==> src/rtl/sequential_divider_taint_track.sv <==
// Purpose : constant-time restoring divider (quotient, remainder) with word-level taint tracking.
// Latency : start accepted at edge 1; quotient/remainder/done update at edge NUM_BITS+1; back to IDLE one edge later.
// Backpres: none; start is only sampled in IDLE and is dropped (not queued) while busy. Optional: DIV_ZERO_FLAG_EN adds div_zero/div_zero_t.
module sequential_divider_taint_track #(
    parameter int NUM_BITS = 7
) (
    input  logic                clk,
    input  logic                rst_n,
    input  logic                start,
    input  logic [NUM_BITS-1:0] dividend,
    input  logic [NUM_BITS-1:0] divisor,
    input  logic                start_t,
    input  logic                dividend_t,
    input  logic                divisor_t,
    output logic [NUM_BITS-1:0] quotient,
    output logic [NUM_BITS-1:0] remainder,
    output logic                busy,
    output logic                done,
    output logic                quotient_t,
    output logic                remainder_t,
    output logic                busy_t,
`ifdef DIV_ZERO_FLAG_EN
    output logic                done_t,
    output logic                div_zero,
    output logic                div_zero_t
`else
    output logic                done_t
`endif
);

    localparam int CNT_W = (NUM_BITS > 1) ? $clog2(NUM_BITS) : 1;

    typedef enum logic [1:0] {
        IDLE = 2'd0,
        ITER = 2'd1,
        DONE = 2'd2
    } state_e;

    state_e              state;
    logic [CNT_W-1:0]    cnt;
    logic [NUM_BITS-1:0] work;       // dividend bits shift out the top, quotient bits shift in the bottom
    logic [NUM_BITS-1:0] dvsr;
    logic [NUM_BITS:0]   rem_acc;    // one bit wider than the operands so the compare cannot overflow

    logic [NUM_BITS:0]   rem_shift;
    logic [NUM_BITS:0]   rem_diff;
    logic [NUM_BITS:0]   rem_next;
    logic                q_bit;
    logic [NUM_BITS-1:0] work_next;

    logic                op_t;
    logic                dvs_t;
    logic                state_t;

    // One restoring step; the same compare/subtract/mux is evaluated every cycle regardless of data.
    always_comb begin
        rem_shift = (rem_acc << 1) | {{NUM_BITS{1'b0}}, work[NUM_BITS-1]};
        rem_diff  = rem_shift - {1'b0, dvsr};
        q_bit     = (rem_shift >= {1'b0, dvsr});
        rem_next  = q_bit ? rem_diff : rem_shift;
        work_next = {work[NUM_BITS-2:0], q_bit};
    end

    // Control FSM with registered datapath and outputs; fixed NUM_BITS iterations, no early exit.
    always_ff @(posedge clk or negedge rst_n) begin
        if (!rst_n) begin
            state     <= IDLE;
            cnt       <= '0;
            work      <= '0;
            dvsr      <= '0;
            rem_acc   <= '0;
            quotient  <= '0;
            remainder <= '0;
            busy      <= 1'b0;
            done      <= 1'b0;
`ifdef DIV_ZERO_FLAG_EN
            div_zero  <= 1'b0;
`endif
        end else begin
            case (state)
                IDLE: begin
                    done <= 1'b0;
                    if (start) begin
                        work    <= dividend;
                        dvsr    <= divisor;
                        rem_acc <= '0;
                        cnt     <= '0;
                        busy    <= 1'b1;
                        state   <= ITER;
                    end
                end
                ITER: begin
                    rem_acc <= rem_next;
                    work    <= work_next;
                    cnt     <= cnt + CNT_W'(1);
                    if (cnt == CNT_W'(NUM_BITS - 1)) begin
                        quotient  <= work_next;
                        remainder <= rem_next[NUM_BITS-1:0];
                        done      <= 1'b1;
`ifdef DIV_ZERO_FLAG_EN
                        div_zero  <= (dvsr == '0);
`endif
                        state     <= DONE;
                    end
                end
                DONE: begin
                    done  <= 1'b0;
                    busy  <= 1'b0;
                    state <= IDLE;
                end
                default: begin
                    done  <= 1'b0;
                    busy  <= 1'b0;
                    state <= IDLE;
                end
            endcase
        end
    end

    // Taint state: operand taint follows each accepted op; control taint is sticky until reset.
    always_ff @(posedge clk or negedge rst_n) begin
        if (!rst_n) begin
            op_t    <= 1'b0;
            dvs_t   <= 1'b0;
            state_t <= 1'b0;
        end else if (state == IDLE) begin
            if (start_t) begin
                state_t <= 1'b1;
            end
            if (start) begin
                op_t  <= dividend_t | divisor_t;
                dvs_t <= divisor_t;
            end
        end
    end

    // Output taint: data taint reaches only the results, timing outputs see only control taint.
    always_comb begin
        quotient_t  = op_t | state_t;
        remainder_t = op_t | state_t;
        busy_t      = state_t;
        done_t      = state_t;
`ifdef DIV_ZERO_FLAG_EN
        div_zero_t  = dvs_t | state_t;
`endif
    end

`ifndef DIV_ZERO_FLAG_EN
    // Latched divisor taint only feeds the optional flag; keep it referenced in the default build.
    logic unused_dvs_t;
    assign unused_dvs_t = dvs_t;
`endif

endmodule

==> config.mk <==
export PLATFORM = sky130hd
export DESIGN_NAME = sequential_divider_taint_track
export DESIGN_NICKNAME = d
export VERILOG_FILES = /design/src/rtl/sequential_divider_taint_track.sv
export SDC_FILE = /design/constraint.sdc
export NUM_CORES = 1
export LEC_CHECK = 0
export ABC_CLOCK_PERIOD_IN_PS = 2800
export CAP_MARGIN = 20
export CORE_UTILIZATION = 53
export DETAILED_ROUTE_END_ITERATION = 8
export PLACE_DENSITY = 0.8
export REMOVE_ABC_BUFFERS = 1
export SYNTH_ARGS = -nofsm -noshare
export SYNTH_HDL_FRONTEND = slang
export SYNTH_SLANG_ARGS = --single-unit
export TNS_END_PERCENT = 30
==> constraint.sdc <==
create_clock -name clk -period 2.8 [get_ports clk]
set_input_delay 0.42 -clock clk [delete_from_list [all_inputs] [get_ports clk]]
set_output_delay 0.42 -clock clk [all_outputs]
set_load 0.1 [all_outputs]
==> flow_metrics.env <==
export IMPL_maxCapViolCount=0
export IMPL_yosys_top_cells_count="dfrtp_1 (44), nand2_1 (37), a21oi_1 (13), inv_1 (13), nand3_1 (13)"
export IMPL_gr_total_overflow=0
export IMPL_synth_compound_area_share_pct=16.3
export IMPL_r2r_slack_ns=0.51
export IMPL_synth_seq_cells=44
export IMPL_cts_htree_levels=2
export IMPL_critPathSlowestCell="dfrtp_1"
export IMPL_clk_path_buf_depth=2
export IMPL_fmax_mhz=436
export IMPL_final_core_util_pct=67.3
export IMPL_endpoint_kind="flip-flop"
export IMPL_path_delay_family="compound AO/OA/AOI/OAI gates"
export IMPL_critical_path_arrival_ns=2.48
export IMPL_wirelength_um=4720
export IMPL_cpPeakStageDelay_ns=0.41
export IMPL_worst_pin_slew_ns=0.944
export IMPL_r2r_end="rem_acc[0]$_DFFE_PN0P_"
export IMPL_clk_latency_ns=0.29
export IMPL_outcome="completed"
export IMPL_wl_per_cell_um=14.8
export IMPL_final_cells=320
export IMPL_synth_seq_area_share_pct=47.1
export IMPL_die_height_um=68.4
export IMPL_cts_buffers=5
export IMPL_period_needed_ns=2.29
export IMPL_clk_pin_slew_ns=0.08
export IMPL_fillers=321
export IMPL_ctsResizeCount=0
export IMPL_worstPathMaxFanout=13
export IMPL_syn_area_sq_um=2340
export IMPL_nets=299
export IMPL_relSlewSlack_pct=37.1
export IMPL_seq_area_sq_um=1100
export IMPL_area_delta_synth_final_pct=18.4
export IMPL_drt_iter0_markers=215
export IMPL_synth_edff_count=0
export IMPL_synthXorXnorAreaFrac_pct=1.50
export IMPL_start_util_pct=56.8
export IMPL_ys_top_cells_by_area="dfrtp_1 (47%), nand2_1 (5.9%), ha_1 (4.8%), mux2_2 (3.4%), mux2i_1 (3.0%)"
export IMPL_grt_max_degree=45
export IMPL_fp_dieW_um=68.4
export IMPL_die_area_sq_um=4680
export IMPL_io_buffers=39
export IMPL_final_period_utilization_pct=81.9
export IMPL_cts_tree="done"
export IMPL_rows=23
export IMPL_clock_skew_ns=0.00349
export IMPL_first_pass_iters=4
export IMPL_grt_pass1_vias=1646
export IMPL_track_usage_pct=22.1
export IMPL_gp_congestion=0.888
export IMPL_start_kind="flip-flop"
export IMPL_ioPinCount=40
export IMPL_ys_types=48
export IMPL_worstPathRequired_ns=2.99
export IMPL_path_buf_inv=2
export IMPL_synthFlopType="dfrtp_1"
export IMPL_crit_top_cell="inv_1"
export IMPL_grt_first_pass_wirelength_um=7570
export IMPL_num_vias=1848
export IMPL_finalSetupViolCount=0
export IMPL_rsz0062_at_grt="no"
export IMPL_placedCellCount=312
export IMPL_layout_drive_gt1_share_pct=19.3
export IMPL_slew_viol_final=0
export IMPL_synthAdderAreaFrac_pct=5.67
export IMPL_synth_most_common_cell="dfrtp_1"
export IMPL_syn_avg_cell_area_sq_um=9.95
export IMPL_synthArstFlopShare_pct=100
export IMPL_path_class="flip-flop to flip-flop"
export IMPL_synth_mux_area_share_pct=6.37
export IMPL_grt_antenna_before_repair=0
export IMPL_diodes=0
export IMPL_yosysTopAreaCell="dfrtp_1"
export IMPL_coreArea_sq_um=4120
export IMPL_via_per_inst=5.78
export IMPL_syn_inst=235
export IMPL_yosysTopAreaCellShare_pct=47.1
export IMPL_yosys_warnings=0
export IMPL_multi_input_area_sq_um=1090
export IMPL_hpwlAfterDp_um=3270
export IMPL_setup_ws_ns=0.506
export IMPL_dp_slack_ns=0.520
export IMPL_cts_hold_buf=0
export IMPL_route_detailed_drc=0
export IMPL_worstPathCellList="inv_1, ha_1, inv_1, fa_1, a21o_1, a21oi_4, a31o_4, a21boi_0, o31ai_1"
export IMPL_synth_top_family_by_area="simple AND/OR/NAND/NOR gates"
export IMPL_hold_viol=0
export IMPL_worst_r2r_cell_count=9
export IMPL_hp_class="input pin to async pin"
export IMPL_synth_simple_gate_area_share_pct=17.0
export IMPL_reg2reg_from="work[6]$_DFFE_PN0P_"
export IMPL_post_cts_setup_buffer_count=0
export IMPL_ant_nets=0
export IMPL_cts_sinks=44
export IMPL_root_buffer="clkbuf_8"
export IMPL_cp_depth=9
## cells in the final DEF, fill, tap and decap left out, types with 2 or more instances in the layout
cell / netlist / final
or2_2: 2 / 2
clkdlybuf4s50_1: 0 / 18
dfrtp_1: 44 / 44
o31ai_2: 2 / 2
a21oi_2: 2 / 2
nand2_1: 37 / 37
nor2_1: 9 / 9
mux2_2: 7 / 7
nor2b_1: 2 / 2
nand3_1: 13 / 13
o211ai_1: 4 / 4
clkbuf_8: 0 / 5
a31oi_1: 5 / 5
o21ai_0: 12 / 12
a21o_1: 2 / 2
mux2i_1: 7 / 7
ha_1: 9 / 9
a21oi_1: 13 / 13
inv_1: 13 / 13
buf_4: 3 / 22
nand2b_1: 2 / 2
nor3_1: 5 / 5
nand4_1: 5 / 5
xor2_1: 3 / 3
o31ai_1: 4 / 4
## worst reg2reg max path, stage by stage (launching register included)
cell and delay (ns):
dfrtp_1 0.41, inv_1 0.07, ha_1 0.15, inv_1 0.05, fa_1 0.39, a21o_1 0.20, a21oi_4 0.24, a31o_4 0.27
a21boi_0 0.16, o31ai_1 0.26
## how the worst max path moves through the flow
stage,slack [ns],to,start
6_report,0.51,rem_acc[0]$_DFFE_PN0P_,work[6]$_DFFE_PN0P_
5_1_grt,0.37,rem_acc[0]$_DFFE_PN0P_,work[6]$_DFFE_PN0P_
4_1_cts,0.51,rem_acc[0]$_DFFE_PN0P_,work[6]$_DFFE_PN0P_
3_5_place_dp,0.52,rem_acc[0]$_DFFE_PN0P_,work[6]$_DFFE_PN0P_
3_3_place_gp,0.65,remainder[0]$_DFFE_PN0P_,work[6]$_DFFE_PN0P_
2_1_floorplan,-0.11,quotient_t,busy_t$_DFFE_PN0P_
## logic make-up (layout without fill, tap and decap cells)
logic type / count (synthesis) / after routing
and+or+nand+nor: 82 / 82
AOI/OAI and AO/OA: 53 / 53
DFF: 44 / 44
buffers and inverters: 28 / 63
muxes: 14 / 14
adders and majority gates: 10 / 10
xor gates and xnor gates: 4 / 4
## state kept, by name, indices dropped and copies added (netlist names)
name       cells
busy           1
busy_t         1
cnt            3
done           1
dvsr           7
op_t           1
quotient       7
rem_acc        7
remainder      7
state          2
work           7
## routing by layer
layer / part of all wire (%) / wire length, um / track usage [%]
met2: 47 / 2210 / 35.8
met3: 6.6 / 313 / 3.67
met1: 46 / 2160 / 30.0
met5: 0 / 0 / 0
met4: 0.78 / 37 / 7.03
## final cells by class
type / count / area share (%)
clock buffer: 6 / 2.62
multi-input combinational: 163 / 39.5
clock inverter: 2 / 1.27
tap: 50 / 2.26
inverter: 14 / 1.90
sequential: 44 / 39.8
timing repair buffer: 41 / 12.7
## metrics by stage
stage | hold slack, ns | setup TNS, ns | area (sq um)
6_report | 0.268 | 0 | 2770
3_5_place_dp | 0.463 | 0 | 2660
2_1_floorplan | 0.124 | -0.213 | 2250
4_1_cts | 0.308 | 0 | 2770
5_1_grt | 0.361 | 0 | 2770
3_3_place_gp | 0.459 | 0 | 2660
Power is not shown: default switching activity piles up to over one toggle a cycle in this logic, so the estimate is an artifact.
